<file path="config.mk">
export PLATFORM = sky130hd
export DESIGN_NAME = bin2bcd_seq
export DESIGN_NICKNAME = d
export VERILOG_FILES = /design/src/rtl/vga_pkg.sv /design/src/rtl/bcd_digit_adj.sv /design/src/rtl/bin2bcd_seq.sv
export SDC_FILE = /design/constraint.sdc
export NUM_CORES = 1
export LEC_CHECK = 0
export CORE_ASPECT_RATIO = 0.7
export CORE_UTILIZATION = 45
export CTS_CLUSTER_SIZE = 10
export DETAILED_ROUTE_END_ITERATION = 10
export PLACE_DENSITY = 0.77
export SKIP_LAST_GASP = 1
export SYNTH_ARGS = -nofsm -noshare
export SYNTH_HDL_FRONTEND = slang
export SYNTH_SLANG_ARGS = --single-unit
</file>
<file path="constraint.sdc">
create_clock -name clk -period 3.35 [get_ports clk]
set_clock_uncertainty 0.2 [all_clocks]
set_input_delay 0.67 -clock clk [delete_from_list [all_inputs] [get_ports clk]]
set_output_delay 0.67 -clock clk [all_outputs]
set_load 0.01 [all_outputs]
</file>
<file path="src/rtl/vga_pkg.sv">
// Shared constants, FSM state type and the internal BCD sizing rule for the
// sequential binary-to-BCD converter.
package vga_pkg;

  localparam int N = 10;
  localparam int BITPERCH = 4;
  localparam logic [3:0] BLANK_CODE = 4'hA;
  localparam logic [3:0] OVF_CODE = 4'hF;

  typedef enum logic [1:0] {
    IDLE,
    SHIFT,
    DONE
  } state_t;

  // 4*ceil(n*log10(2))+4 bits; 30103/100000 approximates log10(2).
  function automatic int bcd_width(input int n);
    return BITPERCH * ((n * 30103 + 99999) / 100000) + BITPERCH;
  endfunction

endpackage

</file>
<file path="src/rtl/bcd_digit_adj.sv">
// Double-dabble correction for one BCD digit: add 3 when the digit is 5 or more.
module bcd_digit_adj
  import vga_pkg::*;
(
  input  logic [BITPERCH-1:0] digit_i,
  output logic [BITPERCH-1:0] digit_o
);

  assign digit_o = (digit_i >= 4'd5) ? digit_i + 4'd3 : digit_i;

endmodule

</file>
<file path="src/rtl/bin2bcd_seq.sv">
// Sequential double-dabble binary-to-BCD converter with valid/ready handshakes,
// overflow saturation and optional leading-zero blanking.
//
// state | meaning
// IDLE  | in_ready high, waiting for in_valid
// SHIFT | one double-dabble step per cycle, N steps
// DONE  | out_valid high, result held until out_ready
module bin2bcd_seq #(
  parameter int N        = vga_pkg::N,
  parameter int DIGITS   = 3,
  parameter bit BLANK_LZ = 1'b0
) (
  input  logic                  clk,
  input  logic                  RST,
  input  logic                  in_valid,
  output logic                  in_ready,
  input  logic [N-1:0]          in_bin,
  output logic                  out_valid,
  input  logic                  out_ready,
  output logic [4*DIGITS-1:0]   out_dec,
  output logic                  out_ovf,
  output logic                  busy
);
  import vga_pkg::*;

  localparam int BW   = bcd_width(N);
  localparam int NDIG = BW / BITPERCH;
  localparam int CW   = $clog2(N + 1);
  localparam int OW   = BITPERCH * DIGITS;
  localparam int EW   = (BW > OW) ? BW : OW;

  state_t          state_q, state_d;
  logic [BW-1:0]   bcd_q, bcd_d;
  logic [N-1:0]    sh_q, sh_d;
  logic [CW-1:0]   cnt_q, cnt_d;
  logic [OW-1:0]   dec_q, dec_d;
  logic            ovf_q, ovf_d;
  logic            in_ready_q, in_ready_d;
  logic            out_valid_q, out_valid_d;
  logic            busy_q, busy_d;

  logic [BW-1:0]   bcd_adj;
  logic [BW-1:0]   bcd_shift;
  logic [EW-1:0]   bcd_ext;
  logic [OW-1:0]   dec_fmt;
  logic            ovf_fmt;
  logic [3:0]      digit;
  logic            lead;

  for (genvar g = 0; g < NDIG; g++) begin : g_adj
    bcd_digit_adj u_adj (
      .digit_i (bcd_q[g*BITPERCH +: BITPERCH]),
      .digit_o (bcd_adj[g*BITPERCH +: BITPERCH])
    );
  end

  assign bcd_shift = (bcd_adj << 1) | BW'(sh_q[N-1]);
  assign bcd_ext   = EW'(bcd_shift);

  // Formats the accumulator as it will look after the final shift, so the
  // result register can load in the same edge that enters DONE.
  always_comb begin
    ovf_fmt = 1'b0;
    dec_fmt = '0;
    lead    = 1'b1;
    digit   = 4'h0;
    for (int i = 0; i < NDIG; i++) begin
      if (i >= DIGITS && bcd_ext[i*BITPERCH +: BITPERCH] != 4'h0) ovf_fmt = 1'b1;
    end
    for (int i = DIGITS - 1; i >= 0; i--) begin
      digit = bcd_ext[i*BITPERCH +: BITPERCH];
      if (BLANK_LZ && lead && digit == 4'h0 && i != 0) begin
        dec_fmt[i*BITPERCH +: BITPERCH] = BLANK_CODE;
      end else begin
        dec_fmt[i*BITPERCH +: BITPERCH] = digit;
        lead = 1'b0;
      end
    end
    if (ovf_fmt) dec_fmt = {DIGITS{OVF_CODE}};
  end

  always_comb begin
    state_d = state_q;
    bcd_d   = bcd_q;
    sh_d    = sh_q;
    cnt_d   = cnt_q;
    dec_d   = dec_q;
    ovf_d   = ovf_q;
    case (state_q)
      IDLE: begin
        if (in_valid) begin
          sh_d    = in_bin;
          bcd_d   = '0;
          cnt_d   = CW'(N);
          state_d = SHIFT;
        end
      end
      SHIFT: begin
        bcd_d = bcd_shift;
        sh_d  = sh_q << 1;
        cnt_d = cnt_q - CW'(1);
        if (cnt_q == CW'(1)) begin
          state_d = DONE;
          dec_d   = dec_fmt;
          ovf_d   = ovf_fmt;
        end
      end
      DONE: begin
        if (out_ready) state_d = IDLE;
      end
      default: state_d = IDLE;
    endcase
    in_ready_d  = (state_d == IDLE);
    out_valid_d = (state_d == DONE);
    busy_d      = (state_d != IDLE);
  end

  always_ff @(posedge clk or posedge RST) begin
    if (RST) begin
      state_q     <= IDLE;
      bcd_q       <= '0;
      sh_q        <= '0;
      cnt_q       <= '0;
      dec_q       <= '0;
      ovf_q       <= 1'b0;
      in_ready_q  <= 1'b1;
      out_valid_q <= 1'b0;
      busy_q      <= 1'b0;
    end else begin
      state_q     <= state_d;
      bcd_q       <= bcd_d;
      sh_q        <= sh_d;
      cnt_q       <= cnt_d;
      dec_q       <= dec_d;
      ovf_q       <= ovf_d;
      in_ready_q  <= in_ready_d;
      out_valid_q <= out_valid_d;
      busy_q      <= busy_d;
    end
  end

  assign in_ready  = in_ready_q;
  assign out_valid = out_valid_q;
  assign out_dec   = dec_q;
  assign out_ovf   = ovf_q;
  assign busy      = busy_q;

endmodule

</file>
# Yosys cells after proc, flatten, opt, wreduce, memory -nomap -nowiden
# Cells that the tools add are included.
[word_totals] inputBits=14 regBits=52 out_inout_bits=16 word_cells=52
[op_classes] n_addsub=6 bitwise_logic=1 n_mux=18 n_reduce_logical=8 n_lt_le_gt_ge=5 eq_ne=5
[op_table] cell="case mux 20 bit (2 select lines)" n=1
[op_table] cell=">= comparator 4 x 3 -> 1 bit (second input constant)" n=5
[op_table] cell="two-way mux 20 bit" n=1
[op_table] cell="two-way mux 4 bit" n=5
[op_table] cell="OR 20 x 1 -> 20 bit" n=1
[op_table] cell="case mux 10 bit (2 select lines)" n=1
[op_table] cell="adder 4 x 2 -> 4 bit (second input constant)" n=4
[op_table] cell="two-way mux 12 bit" n=1
[op_table] cell="two-way mux 10 bit" n=1
[op_table] cell="case mux 4 bit (2 select lines)" n=1
[op_table] cell="nonzero test 4 bit" n=2
[op_table] cell="two-way mux 2 bit" n=3
[op_table] cell="case mux 2 bit (3 select lines)" n=1
[op_table] cell="equality test 2 bit (second input constant)" n=2
[op_table] cell="equality test 4 x 1 -> 1 bit (second input constant)" n=1
[op_table] cell="logical NOT 2 bit" n=2
[op_table] cell="AND reduction 2 bit" n=2
[op_table] cell="nonzero test 2 bit" n=2
[op_table] cell="subtractor 4 x 1 -> 4 bit (second input constant)" n=1
[op_table] cell="adder 3 x 2 -> 3 bit (second input constant)" n=1
[op_table] cell="two-way mux 3 bit" n=1
[op_table] cell="equality test 2 x 1 -> 1 bit (second input constant)" n=1
[op_table] cell="two-way mux 1 bit" n=2
[op_table] cell="inequality test 2 bit (second input constant)" n=1

# Depth between registers and ports, before layout
# Gate-level depths: netlist of the first run.
[depth] ltp_word=7 ltp_mapped=8 depth_no_buf=7

# Cells and area by module
# A second synthesis of the first run with hierarchy kept.
[unflattened] cells_unflattened=281 area_unflattened_um2=2776.4
[by_module_without_submodules] module="bin2bcd_seq" cells_per_inst=201 area_per_inst_um2=2269.7 instances=1 seq_area_each_um2=1302.5
[by_module_without_submodules] module="bcd_digit_adj" cells_per_inst=16 area_per_inst_um2=101.3 instances=5 seq_area_each_um2=0.0

# Worst setup path after synthesis of the first run
# No wires, ideal clock.
[synth_timing] kind="register to register" start="register bcd_q[16]" end="register dec_q[10] (netlist: out_dec[10])" arrival_time_ns=1.796 synth_period_minus_slack_ns=2.117 setup_time_ns=0.121 path_buffers=1 t_required_ns=3.029 path_stages_with_launch=9 slack_ns=1.233 path_cell_list="dfrtp_1 -> inv_1 -> ha_1 -> nand2b_1 -> a21oi_1 -> mux2i_1 -> nand4_1 -> buf_4 -> o22a_1"
[synth_between] elab_chain_cells=6 elab_cells_between_ends=7 classes_between="add/sub (1); order compare (1); mux (3); bitwise (1); reduce/logical (1)"
[synth_rtl] element="from (decl)" line="bin2bcd_seq.sv:33" text="logic [BW-1:0] bcd_q, bcd_d;"
[synth_rtl] element="from (signal assigned)" line="bin2bcd_seq.sv:121" text="bcd_q <= '0;"
[synth_rtl] element="from (signal assigned)" line="bin2bcd_seq.sv:131" text="bcd_q <= bcd_d;"
[synth_rtl] element=">= comparator 4 x 3 -> 1 bit / adder 3 x 2 -> 3 bit (equally long branches)" line="bcd_digit_adj.sv:9" text="assign digit_o = (digit_i >= 4'd5) ? digit_i + 4'd3 : digit_i;"
[synth_rtl] element="two-way mux 3 bit (*)" line="bcd_digit_adj.sv:9"
[synth_rtl] element="OR 20 x 1 -> 20 bit (*)" line="bin2bcd_seq.sv:57" text="assign bcd_shift = (bcd_adj << 1) | BW'(sh_q[N-1]);"
[synth_rtl] element="nonzero test 4 bit (*)" line="bin2bcd_seq.sv:68" text="if (i >= DIGITS && bcd_ext[i*BITPERCH +: BITPERCH] != 4'h0) ovf_fmt = 1'b1;"
[synth_rtl] element="two-way mux 1 bit (*)" line="bin2bcd_seq.sv:68"
[synth_rtl] element="two-way mux 12 bit (*)" line="bin2bcd_seq.sv:79" text="if (ovf_fmt) dec_fmt = {DIGITS{OVF_CODE}};"
[synth_rtl] element="to (signal assigned)" line="bin2bcd_seq.sv:124" text="dec_q <= '0;"
[synth_rtl] element="to (signal assigned)" line="bin2bcd_seq.sv:134" text="dec_q <= dec_d;"
[synth_rtl] element="to (decl)" line="bin2bcd_seq.sv:36" text="logic [OW-1:0] dec_q, dec_d;"
# Every way passes the cells marked *; elsewhere a longest branch is shown, timed or not.
# A chain may end at the register's enable or synchronous reset.

# Worst setup path in the final report of the first run
[layout_timing] start="register bcd_q[16]" end="register dec_q[3] (netlist: out_dec[3])"
# The elaborated chain is that of the path after synthesis.

==> reports/metrics.csv, run 1 <==
metric;value;unit
largest family of logic cells by synthesized area;compound AO/OA/AOI/OAI gates;
RSZ-0062 raised after global routing;false;
top cells by area, synth;dfrtp_1, ha_1, nand2_1;
multiplexer share of the synthesized area;2.13;%
type of origin of the critical path;flop;
DP HPWL;3450;um
Post-Synth Adder-Cell Area;5.95;%
Layout Nets;316;
Worst R2R End;out_dec[3];
vias in the first global route;1875;
area grow syn2layout;18.6;%
drt wl/cell;13.6;um
Placed Area;2880;um^2
startpoint of the worst hold path;sh_q[0];
number of setup violations in the final report;0;
Iter 0 DRT Violations;115;
Num CTS Buffers;5;
Relative slew margins;31.0;%
XOR/XNOR Fraction of Synth Area;1.74;%
vias per cell;5.35;
arrival time worst endpoint;2.73;ns
Hold EP;sh_q[0];
DRC viols;0;
global route overflow;0;
Final Wtd Congestion;0.858;
element type at the critical path end;flop;
share of the synthesized area in the top cell type;50.6;%
Pleak;1.32;nW
Final Cycle Share;81.8;%
cell taking the most area after synthesis;dfrtp_1;
R2R depth;7;
total power;3.04;mW
post-cts resize count;0;
Final Util;56.3;%
crit path time final;2.74;ns
status;complete, no violations;
worst min path class;reg -> reg;
FP Rows;22;
Seq cells post-synth;52;
drt pass-1 iters;4;
hold depth;1;
max_cap viols;0;
sequential share of the synthesized area;51.6;%
syn_area_per_cell;9.63;um^2
Port Buffers;29;
hold_buf cts;0;
Fmax;365;MHz
number of library cell types mapped by synthesis;36;
critical path fanouts, max;11;
r2r setup slk;0.61;ns
Die H;64.6;um
Syn Nets;288;
first-pass GRT wire length;8560;um
n_diodes;0;
Longest Clk Path Bufs;2;
CTS tree;yes;
Worst-path clk slew;0.09;ns
final wirelength;4950;um
Mapped Cells;262;
post-synthesis compound-gate area fraction;18.0;%
Data required, critical path;3.34;ns
launch point of the worst reg-to-reg path;bcd_q[16];
setup ws final;0.610;ns
chip width;91.5;um
CTS root buffer;clkbuf_8;
CP Class;reg -> reg;
final hold vios;0;
initial antenna violation count;0;
Fill cells;485;
Initial Util;47.5;%
die area;5910;um^2
H-tree Lvls;2;
Place WS;0.677;ns
PwrDens;1020;nW/um^2
clk_lat worst skew;0.31;ns
GR Util All Layers;18.6;%
Sink Count;52;
simple-gate share of the synthesized area;15.9;%
post-route ant nets;0;
fin. max-slew vios;0;
peak supply drop;0.000568;V
final instance area;2990;um^2
via count;1942;
largest net degree at the start of global routing;31;
Synth Warn #;0;
Worst-Margin Slew;1.03;ns
fraction of layout cells with a size suffix above 1;6.19;%
Ports;30;
TNS Setup;0;ns
Post-Synthesis Cell Area;2520;um^2
core area;5310;um^2
Post-CTS Setup Bufs;0;
[report_power, final]
part / total (mW) / switching (mW) / leakage, nW / internal [mW]
sequential: 1.13 / 0.219 / 0.605 / 0.915
clock: 0.421 / 0.200 / 0.0552 / 0.222
combinational: 1.49 / 0.802 / 0.664 / 0.684
total: 3.04 / 1.22 / 1.32 / 1.82
[layer usage]
layer	track usage [%]	part of all wire, %	vias to the layer above
met5	0	0	-
met4	5.95	1.2	0
met3	4.11	4.4	7
li1	-	-	963
met2	30.0	45	39
met1	25.3	49	933
[layout by cell type (no fill, tap or decap), types with 6 or more instances in the layout]
cell type / netlist / layout
clkdlybuf4s50_1: 0 / 29
nor2_1: 22 / 22
ha_1: 12 / 12
a21oi_1: 10 / 10
a31oi_1: 10 / 10
inv_1: 16 / 15
dfrtp_1: 51 / 51
o22a_1: 12 / 12
nor3_1: 6 / 6
o22ai_1: 6 / 6
nand2_1: 40 / 40
o21ai_0: 22 / 22
[flip-flops by register name, summed over array words and instances (netlist names)]
register	count
out_valid	1
bcd_q	20
busy	1
cnt_q	4
state_q	2
out_ovf	1
out_dec	12
in_ready	1
sh_q	10
[worst max-delay path by stage]
stage / cells after the start / start / slack, ns / end
2_1_floorplan: 1 / RST / 1.22 / bcd_q[0]
3_3_place_gp: 7 / bcd_q[16] / 0.81 / out_dec[9]
3_5_place_dp: 7 / bcd_q[16] / 0.68 / out_dec[5]
4_1_cts: 7 / bcd_q[16] / 0.63 / out_dec[3]
5_1_grt: 7 / bcd_q[16] / 0.42 / out_dec[8]
6_report: 7 / bcd_q[16] / 0.61 / out_dec[3]
[critical path, stage by stage (launching register included)]
cell      delay, ns
dfrtp_1        0.41
inv_1          0.14
ha_1           0.22
nand2b_1       0.07
a21oi_1        0.35
mux2i_1        0.35
nand4_1        0.52
o22a_1         0.35
[cells by family after synthesis]
kind of cell / Yosys count
simple gates: 88
buf+inv: 29
fa+ha+maj: 12
compound gates: 71
xor+xnor: 5
flops: 52
mux: 5
[metrics by stage]
stage               hold slack [ns]  instances
floorplan                     0.250        262
global placement              0.262        355
CTS                           0.288        363
global route                  0.307        363
detailed placement            0.266        355
finish                        0.281        363
[Yosys cell counts, drive strengths merged]
cell	instances
nand4	1
o31ai	2
a32o	1
mux2i	2
nand3b	1
and3	1
buf	3
a22oi	1
nor2	22
nand4b	1
a31oi	10
mux2	3
inv	16
o21a	1
nand2b	5
o22a	12
o21ai	22
dfstp	1
nor3b	3
a21oi	10
clkbuf	10
nor2b	2
dfrtp	51
nand3	2
o22ai	6
nor3	6
and2b	1
ha	12
xnor2	5
and4	1
nor4bb	1
nand2	40
or2	1
a22o	3
a21o	3
[area by class of cell]
| type | instances | area (um^2) | share of cell area (%) |
|---|---|---|---|
| clock inverters | 2 | 35.0 | 1.17 |
| flip-flops and latches | 52 | 1300 | 43.6 |
| well taps | 72 | 90.1 | 3.01 |
| clock buffers | 6 | 72.6 | 2.43 |
| repair buffers | 34 | 328 | 11.0 |
| multi-input cells | 181 | 1100 | 36.9 |
| inverters | 16 | 60.1 | 2.01 |
(Power assumes the default switching activity.)
==> inputs of run 2 (changes only) <==
==> constraint.sdc (replaced) <==
create_clock -name clk -period 2.6 [get_ports clk]
set_clock_uncertainty 0.2 [all_clocks]
set_input_delay 0.52 -clock clk [delete_from_list [all_inputs] [get_ports clk]]
set_output_delay 0.52 -clock clk [all_outputs]
set_load 0.01 [all_outputs]
==> reports/metrics.csv, run 2 (synthesis results as in run 1) <==
metric;value;unit;change
status;complete, no violations;;
drt wl/cell;14.1;um;+3.6%
GR Util All Layers;19.7;%;+1.1 points
post-route ant nets;0;;unchanged
Placed Instances;356;;+0.28%
peak supply drop;0.000735;V;+29%
Sink Count;52;;unchanged
hold_buf cts;0;;unchanged
Final Cycle Share;89.2;%;+7.4 points
Layout Nets;317;;+0.32%
fin cells;364;;+0.28%
RSZ-0062 raised after global routing;false;;
global route overflow;0;;unchanged
DP HPWL;3570;um;+3.4%
FP Rows;22;;unchanged
DRC viols;0;;unchanged
Pleak;1.36;nW;+2.9%
via count;1948;;+0.31%
Initial Util;47.5;%;unchanged
CP Class;reg -> reg;;
final hold vios;0;;unchanged
final wirelength;5140;um;+3.8%
Worst-path clk slew;0.09;ns;about the same
type of origin of the critical path;flop;;
setup ws final;0.280;ns;-0.329 ns
Relative slew margins;66.4;%;+35 points
Ports;30;;unchanged
largest net degree at the start of global routing;32;;+3.2%
Die H;64.6;um;unchanged
Final Util;57.9;%;+1.6 points
Largest register FFs;20;;unchanged
Fill cells;453;;-6.6%
slowest stage cell, crit path;dfrtp_1;;
worst min path class;reg -> reg;;
critical path fanouts, max;11;;unchanged
vias per cell;5.35;;about the same
crit path time final;2.32;ns;-0.421 ns
Place WS;0.303;ns;-0.374 ns
chip width;91.5;um;unchanged
Data required, critical path;2.60;ns;-0.74 ns
total power;4.18;mW;+37%
TNS Setup;0;ns;unchanged
largest reg by FF count;bcd_q;;
core area;5310;um^2;unchanged
area of the multi-input gates;1100;um^2;unchanged
clk_lat worst skew;0.31;ns;about the same
H-tree Lvls;2;;unchanged
drt pass-1 iters;4;;unchanged
initial antenna violation count;0;;unchanged
fraction of layout cells with a size suffix above 1;6.85;%;+0.66 points
commonest non-fill, non-tap cell in the layout;dfrtp_1;;
Placed Area;2920;um^2;+1.1%
CTS tree;yes;;
element type at the critical path end;flop;;
Final Wtd Congestion;0.785;;-8.5%
Worst-Margin Slew;0.503;ns;-0.532 ns
PwrDens;1360;nW/um^2;+34%
vias in the first global route;1914;;+2.1%
max_cap viols;0;;unchanged
die area;5910;um^2;unchanged
Iter 0 DRT Violations;114;;-0.87%
cells along the critical path;inv_1 -> ha_1 -> nand2b_1 -> a21oi_1 -> mux2i_1 -> nand4_1 -> buf_4 -> o22a_1;;
commonest non-fill, non-tap cells in the layout;dfrtp_1, nand2_1, clkdlybuf4s50_1;;
Num CTS Buffers;5;;unchanged
arrival time worst endpoint;2.32;ns;-0.41 ns
Post-CTS Setup Bufs;0;;unchanged
area grow syn2layout;21.9;%;
register area;1300;um^2;unchanged
Longest Clk Path Bufs;2;;unchanged
final instance area;3070;um^2;+2.8%
n_diodes;0;;unchanged
Worst path max stage delay;0.41;ns;-0.11 ns
number of setup violations in the final report;0;;unchanged
first-pass GRT wire length;8960;um;+4.8%
fin. max-slew vios;0;;unchanged
Fmax;431;MHz;+18%
Port Buffers;29;;unchanged
post-cts resize count;0;;unchanged
worst hold margin;0.297;ns;+0.0154 ns
CTS root buffer;clkbuf_8;;
[run 2: cell count changes in the layout (fill, tap and decap cells not counted)]
cell	delta
bufinv_16	+2
clkinv_2	-1
clkbuf_1	-1
buf_12	+2
buf_4	-1
[run 2: final cells by class]
cell class | instances | share of cell area (%)
sequential | 52 | 42.4
multi-input combinational | 181 | 35.9
timing repair buffer | 35 | 11.7
clock inverter | 3 | 2.93
tap | 72 | 2.93
clock buffer | 5 | 2.24
inverter | 16 | 1.95
[run 2: where the power goes]
part	internal (mW)	total (mW)	switching, mW	leakage, nW
Sequential	1.18	1.46	0.285	0.605
Clock	0.481	0.752	0.271	0.0784
Combinational	0.912	1.97	1.05	0.679
Total	2.57	4.18	1.61	1.36
[run 2: worst paths after layout]
kind | startpoint | to | slack, ns | cells after the start
worst max register to register | bcd_q[16] | out_dec[4] | 0.28 | 8
worst min-delay path | out_ovf | out_ovf | 0.30 | 1
max in group asynchronous | RST | in_ready | 1.26 | 3
min in group asynchronous | RST | cnt_q[2] | 0.35 | 2
worst min register to register | out_ovf | out_ovf | 0.30 | 1
worst max-delay path | bcd_q[16] | out_dec[4] | 0.28 | 8
[run 2: metal layers]
layer	global-route usage (%)	wire length [um]	vias to the layer above
met4	6.15	41	0
li1	-	-	964
met5	0	0	-
met1	26.9	2460	931
met3	4.11	224	5
met2	31.9	2420	48
[run 2: worst max-delay path, delay by kind of cell (launching register included)]
kind / cells / cell delay [ns]
AOI/OAI and AO/OA: 2 / 0.50
adders and majority gates: 1 / 0.23
muxes: 1 / 0.35
DFF: 1 / 0.41
buffers and inverters: 2 / 0.33
and+or+nand+nor: 2 / 0.20
